<file path="config.mk">
export PLATFORM = sky130hd
export DESIGN_NAME = race_epoch_sequencer_flat
export DESIGN_NICKNAME = d
export VERILOG_FILES = /design/src/rtl/race_epoch_sequencer_if.sv /design/src/rtl/race_epoch_sequencer.sv /design/src/flat_wrapper.sv
export SDC_FILE = /design/constraint.sdc
export NUM_CORES = 1
export LEC_CHECK = 0
export ABC_AREA = 0
export BUFFER_PORTS_ARGS = -buffer_cell sky130_fd_sc_hd__buf_2
export CAP_MARGIN = 25
export CORE_ASPECT_RATIO = 1.5
export CORE_UTILIZATION = 30
export CTS_CLUSTER_DIAMETER = 80
export DETAILED_ROUTE_END_ITERATION = 10
export GPL_ROUTABILITY_DRIVEN = 0
export SYNTH_ARGS = -nofsm -noshare
export SYNTH_HDL_FRONTEND = slang
export SYNTH_SLANG_ARGS = --single-unit
export TNS_END_PERCENT = 100
</file>
<file path="constraint.sdc">
create_clock -name aclk -period 5.3 [get_ports aclk]
set_input_delay 0.53 -clock aclk [delete_from_list [all_inputs] [get_ports aclk]]
set_output_delay 0.53 -clock aclk [all_outputs]
set_load 0.01 [all_outputs]
</file>
<file path="src/rtl/race_epoch_sequencer_if.sv">
// rtl/race_epoch_sequencer_if.sv - host-side epoch request/result bundle for race_epoch_sequencer
interface race_epoch_sequencer_if #(
  parameter int N_IN = 2,
  parameter int TW   = 4
);
  logic                 start;
  logic [N_IN*TW-1:0]   in_time;
  logic                 busy;
  logic                 done;
  logic [TW-1:0]        result;
  logic                 timeout;

  modport master (output start, output in_time,
                  input  busy,  input  done, input result, input timeout);
  modport slave  (input  start, input  in_time,
                  output busy,  output done, output result, output timeout);
endinterface

</file>
<file path="src/rtl/race_epoch_sequencer.sv">
// rtl/race_epoch_sequencer.sv - sequences one race-logic epoch: set, timed launches, q timestamp
// RACE_FALLING_EN selects falling-edge coding (idle level 1); default is rising-edge coding.
module race_epoch_sequencer #(
  parameter int N_IN    = 2,
  parameter int TW      = 4,
  parameter int SET_CYC = 1
) (
  input  logic                    aclk,
  input  logic                    grst,
  race_epoch_sequencer_if.slave   host,
  output logic                    set,
  output logic [N_IN-1:0]         edge_out,
  input  logic                    q_in
);

`ifdef RACE_FALLING_EN
  localparam logic IDLE_LVL = 1'b1;
`else
  localparam logic IDLE_LVL = 1'b0;
`endif
  localparam logic ACT_LVL = ~IDLE_LVL;

  localparam int SCW = (SET_CYC > 1) ? $clog2(SET_CYC) : 1;
  localparam logic [TW-1:0] NEVER   = '1;
  localparam logic [TW-1:0] T_LIMIT = {{(TW-1){1'b1}}, 1'b0};

  typedef enum logic [1:0] {IDLE, SET, RUN, DONE} state_t;

  state_t           state;
  logic [SCW-1:0]   set_cnt;
  logic [TW-1:0]    t;
  logic [TW-1:0]    tim [N_IN];
  logic             q_prev;

  logic [TW-1:0]    t_nxt;
  logic             q_edge;
  logic [N_IN-1:0]  lvl_first;
  logic [N_IN-1:0]  lvl_nxt;

  // Launch levels are computed one cycle ahead so the registered lane is
  // already active during the cycle whose t equals its programmed time.
  always_comb begin
    t_nxt     = t + 1'b1;
    q_edge    = (q_in == ACT_LVL) && (q_prev == IDLE_LVL);
    lvl_first = '0;
    lvl_nxt   = '0;
    for (int i = 0; i < N_IN; i++) begin
      lvl_first[i] = (tim[i] == '0) ? ACT_LVL : IDLE_LVL;
      lvl_nxt[i]   = ((edge_out[i] == ACT_LVL) ||
                      ((tim[i] != NEVER) && (tim[i] == t_nxt))) ? ACT_LVL : IDLE_LVL;
    end
  end

  always_ff @(posedge aclk or negedge grst) begin
    if (!grst) begin
      state        <= IDLE;
      set_cnt      <= '0;
      t            <= '0;
      q_prev       <= IDLE_LVL;
      set          <= 1'b0;
      edge_out     <= {N_IN{IDLE_LVL}};
      host.busy    <= 1'b0;
      host.done    <= 1'b0;
      host.result  <= '0;
      host.timeout <= 1'b0;
      for (int i = 0; i < N_IN; i++) tim[i] <= '0;
    end else begin
      host.done <= 1'b0;
      case (state)
        IDLE: begin
          if (host.start) begin
            for (int i = 0; i < N_IN; i++) tim[i] <= host.in_time[i*TW +: TW];
            state     <= SET;
            set       <= 1'b1;
            host.busy <= 1'b1;
            set_cnt   <= '0;
            t         <= '0;
            q_prev    <= IDLE_LVL;
            edge_out  <= {N_IN{IDLE_LVL}};
          end
        end
        SET: begin
          if (set_cnt == SCW'(SET_CYC - 1)) begin
            state    <= RUN;
            set      <= 1'b0;
            t        <= '0;
            edge_out <= lvl_first;
          end else begin
            set_cnt <= set_cnt + 1'b1;
          end
        end
        RUN: begin
          q_prev <= q_in;
          // A q edge coinciding with the time limit is still a valid result.
          if (q_edge) begin
            host.result  <= t;
            host.timeout <= 1'b0;
            host.done    <= 1'b1;
            state        <= DONE;
          end else if (t == T_LIMIT) begin
            host.result  <= NEVER;
            host.timeout <= 1'b1;
            host.done    <= 1'b1;
            state        <= DONE;
          end else begin
            t        <= t_nxt;
            edge_out <= lvl_nxt;
          end
        end
        DONE: begin
          state     <= IDLE;
          host.busy <= 1'b0;
          edge_out  <= {N_IN{IDLE_LVL}};
        end
        default: state <= IDLE;
      endcase
    end
  end

endmodule

</file>
<file path="src/flat_wrapper.sv">
// flat-port wrapper written by rule: the top's interface ports become plain ports
module race_epoch_sequencer_flat 
#(
  parameter int N_IN    = 2,
  parameter int TW      = 4,
  parameter int SET_CYC = 1
)
  (aclk, grst, set, edge_out, q_in, host_start, host_in_time, host_busy, host_done, host_result, host_timeout);
  race_epoch_sequencer_if #(.N_IN(N_IN), .TW(TW)) host_i ();
  input  logic aclk;
  input  logic grst;
  output logic set;
  output logic [N_IN-1:0] edge_out;
  input  logic q_in;
  input wire logic [$bits(host_i.start)-1:0] host_start;
  input wire logic [$bits(host_i.in_time)-1:0] host_in_time;
  output wire logic [$bits(host_i.busy)-1:0] host_busy;
  output wire logic [$bits(host_i.done)-1:0] host_done;
  output wire logic [$bits(host_i.result)-1:0] host_result;
  output wire logic [$bits(host_i.timeout)-1:0] host_timeout;
  assign host_i.start = host_start;
  assign host_i.in_time = host_in_time;
  assign host_busy = host_i.busy;
  assign host_done = host_i.done;
  assign host_result = host_i.result;
  assign host_timeout = host_i.timeout;
  race_epoch_sequencer #(.N_IN(N_IN), .TW(TW), .SET_CYC(SET_CYC)) u_core (.aclk(aclk), .grst(grst), .host(host_i), .set(set), .edge_out(edge_out), .q_in(q_in));
endmodule
</file>
==> impl_metrics.tcl <==
set metrics [dict create \
    cts_sinks 25 \
    power.leakage_nw 0.715 \
    slew_viol_final 0 \
    nets 155 \
    dr.pass1.iters 4 \
    ys_types 33 \
    fp.coreArea_um2 4030 \
    worstReg2RegEnd "u_core.t[2]" \
    start_util 0.321 \
    worst_pin_slew_ps 538 \
    overflow 0 \
    cp_data_required_time_ps 5460 \
    numPortBuffers 21 \
    critPathKind "register to register" \
    crit_slowest_cell "or3_1" \
    antenna_cells 0 \
    maxCapViolCount 0 \
    cellPowerDensity_nw_per_um2 569 \
    synth_area_per_cell_um2 11.2 \
    synth_top_family_by_area "simple AND/OR/NAND/NOR gates" \
    critPathCaptureType "register" \
    cts_setup_buffers 0 \
    synth.area.top_cells "dfrtp_1 48%, mux2_2 7.0%, ha_1 5.8%" \
    grt_pass1_wl_mm 4.46 \
    drt_iter0_markers 16 \
    finalSetupTns_ps 0 \
    synthXorXnorAreaFrac 0.0600 \
    netlist_area_um2 1290 \
    wl_per_cell_um 14.5 \
    ant_nets 0 \
    htreeDepth 1 \
    cts_resized 0 \
    max_freq_mhz 471 \
    hold_path_class "primary input to async pin" \
    crit_path_start "u_core.state[0]" \
    finClkSkew_ps 6.51 \
    synth_fp_nets 133 \
    drive_above_1_share 0.287 \
    ff2ff_setup_slack_ps 3170 \
    final_common_cell "dfrtp_1" \
    antenna_found_initial 0 \
    cts_made_buffers 3 \
    die_y_um 82.4 \
    hpwl_mm 2.06 \
    peakVddDrop_mv 0.231 \
    cts_tree "yes" \
    final-hold-violation-count 0 \
    num_vias 944 \
    rsz0062_at_grt "false" \
    max_stage_delay_ps 460 \
    run_status "complete, no violations" \
    postCtsHoldBufs 0 \
    clk_pin_slew_ps 90 \
    min_period_ps 2130 \
    drc 0 \
    crit_fanout 11 \
    synthSimpleGateAreaFrac 0.125 \
    synth_edf_count 0 \
    synth_fa_ha_area_frac 0.0580 \
    placementRows 28 \
    synth_compound_gate_area_share 0.118 \
    synth.area.mux_share 0.124 \
    grt_pass1_vias 997 \
    yosysTopAreaCell "dfrtp_1" \
    r2r-start "u_core.state[0]" \
    ys_ff_latch 25 \
    root_buffer "clkbuf_8" \
    viasPerCell 5.22 \
    routed_wl_mm 2.62 \
    ys_seq_area_frac 0.484 \
    final_cell_mix "25 x dfrtp_1, 21 x buf_2, 9 x nand2_1" \
    ff2ff_path_depth 6 \
    synth_warnings 0 \
    clk_path_buf_depth 2 \
    syn_to_final_growth_pct 14.6 \
    relSlewSlack 0.641 \
    grt_max_degree 26 \
    yosys_most_used_dff "dfrtp_1" \
    grt_usage 0.126 \
    crit_chain "inv_1 > ha_1 > nand3b_1 > nand2_4 > or3_1 > mux2_4" \
    holdWs_ps 229 \
    yosysTopAreaCellShare 0.484 \
    synthCells 115 \
    async_reset_ff_frac 1.00 \
    arrival_ps 2290 \
    finalSetupViolCount 0 \
    die_w_um 55.6 \
    critical_path.startpoint_type "register" \
    clk_latency_ps 270 \
    pin_count 22 \
    fp.dieArea_um2 4580 \
    fin_crit_sh 0.401 \
]
## state kept, by name (all words and copies together), names as in the netlist
register             flops
u_core.tim               8
u_core.state             2
u_core.host.busy         1
u_core.set               1
u_core.q_prev            1
u_core.host.done         1
u_core.host.timeout      1
u_core.t                 4
u_core.edge_out          2
u_core.host.result       4
## power by group
part | total (W) | switching (W) | internal, W
clock | 0.000113 | 0.0000599 | 0.0000526
combinational | 0.000384 | 0.000197 | 0.000187
sequential | 0.000347 | 0.0000755 | 0.000272
total | 0.000844 | 0.000332 | 0.000511
## kinds of logic (layout without fill, tap and decap cells)
| kind of cell | Yosys count | after routing |
|---|---|---|
| buffers and inverters | 10 | 31 |
| flip-flops | 25 | 25 |
| AO/OA/AOI/OAI | 21 | 21 |
| XOR/XNOR | 8 | 8 |
| adder cells (fa/ha/maj) | 6 | 6 |
| multiplexers | 14 | 14 |
| AND/OR/NAND/NOR | 31 | 31 |
## worst max-delay path by stage
| stage | to | slack, ps |
|---|---|---|
| floorplan | u_core.t[1] | 3350 |
| global placement | u_core.t[1] | 3270 |
| detailed placement | u_core.t[2] | 3180 |
| CTS | u_core.t[2] | 3170 |
| global route | u_core.t[1] | 3040 |
| finish | u_core.t[2] | 3170 |
## layout make-up
| cell class | count | area [µm²] |
|---|---|---|
| inverters | 6 | 22.5 |
| flip-flops and latches | 25 | 626 |
| multi-input cells | 80 | 627 |
| repair buffers | 21 | 105 |
| well taps | 45 | 56.3 |
| clock inverters | 1 | 5.00 |
| clock buffers | 3 | 41.3 |
| fillers | 386 | 2550 |
## routing by layer
metal	up-vias	track usage	routed length [µm]
met2	32	0.237	1360
met3	12	0.00935	102
met4	0	0.0950	121
li1	450	-	-
met5	-	0	0
met1	450	0.132	1040
## cells in the mapped netlist, drive strengths merged (2+ instances only)
cell,number
dfrtp,25
mux2,10
nand2,10
xnor2,7
ha,6
inv,6
nor2,6
o21ai,5
mux2i,4
o22a,4
buf,3
nand3,3
nor2b,3
nor3,3
a211oi,2
a21o,2
a221oi,2
a22o,2
nor4,2
## critical path, delay by kind of cell, from the launching register on
family,cells,cell delay [ps]
fa+ha+maj,1,340
buf+inv,1,90
flops,1,400
mux,1,330
simple gates,3,860
## stage by stage
stage	instance area (µm²)	utilization	setup WS [ps]	total power, W	instances
after floorplan	1290	-	3350	0.000628	115
after global placement	1440	0.357	3270	0.000717	177
after detailed placement	1440	0.357	3180	0.000738	177
after CTS	1480	0.368	3170	0.000851	181
after global routing	1480	0.368	3040	0.000913	181
final	1480	0.368	3170	0.000844	181
No activity file was read; power rests on OpenSTA's default activity.
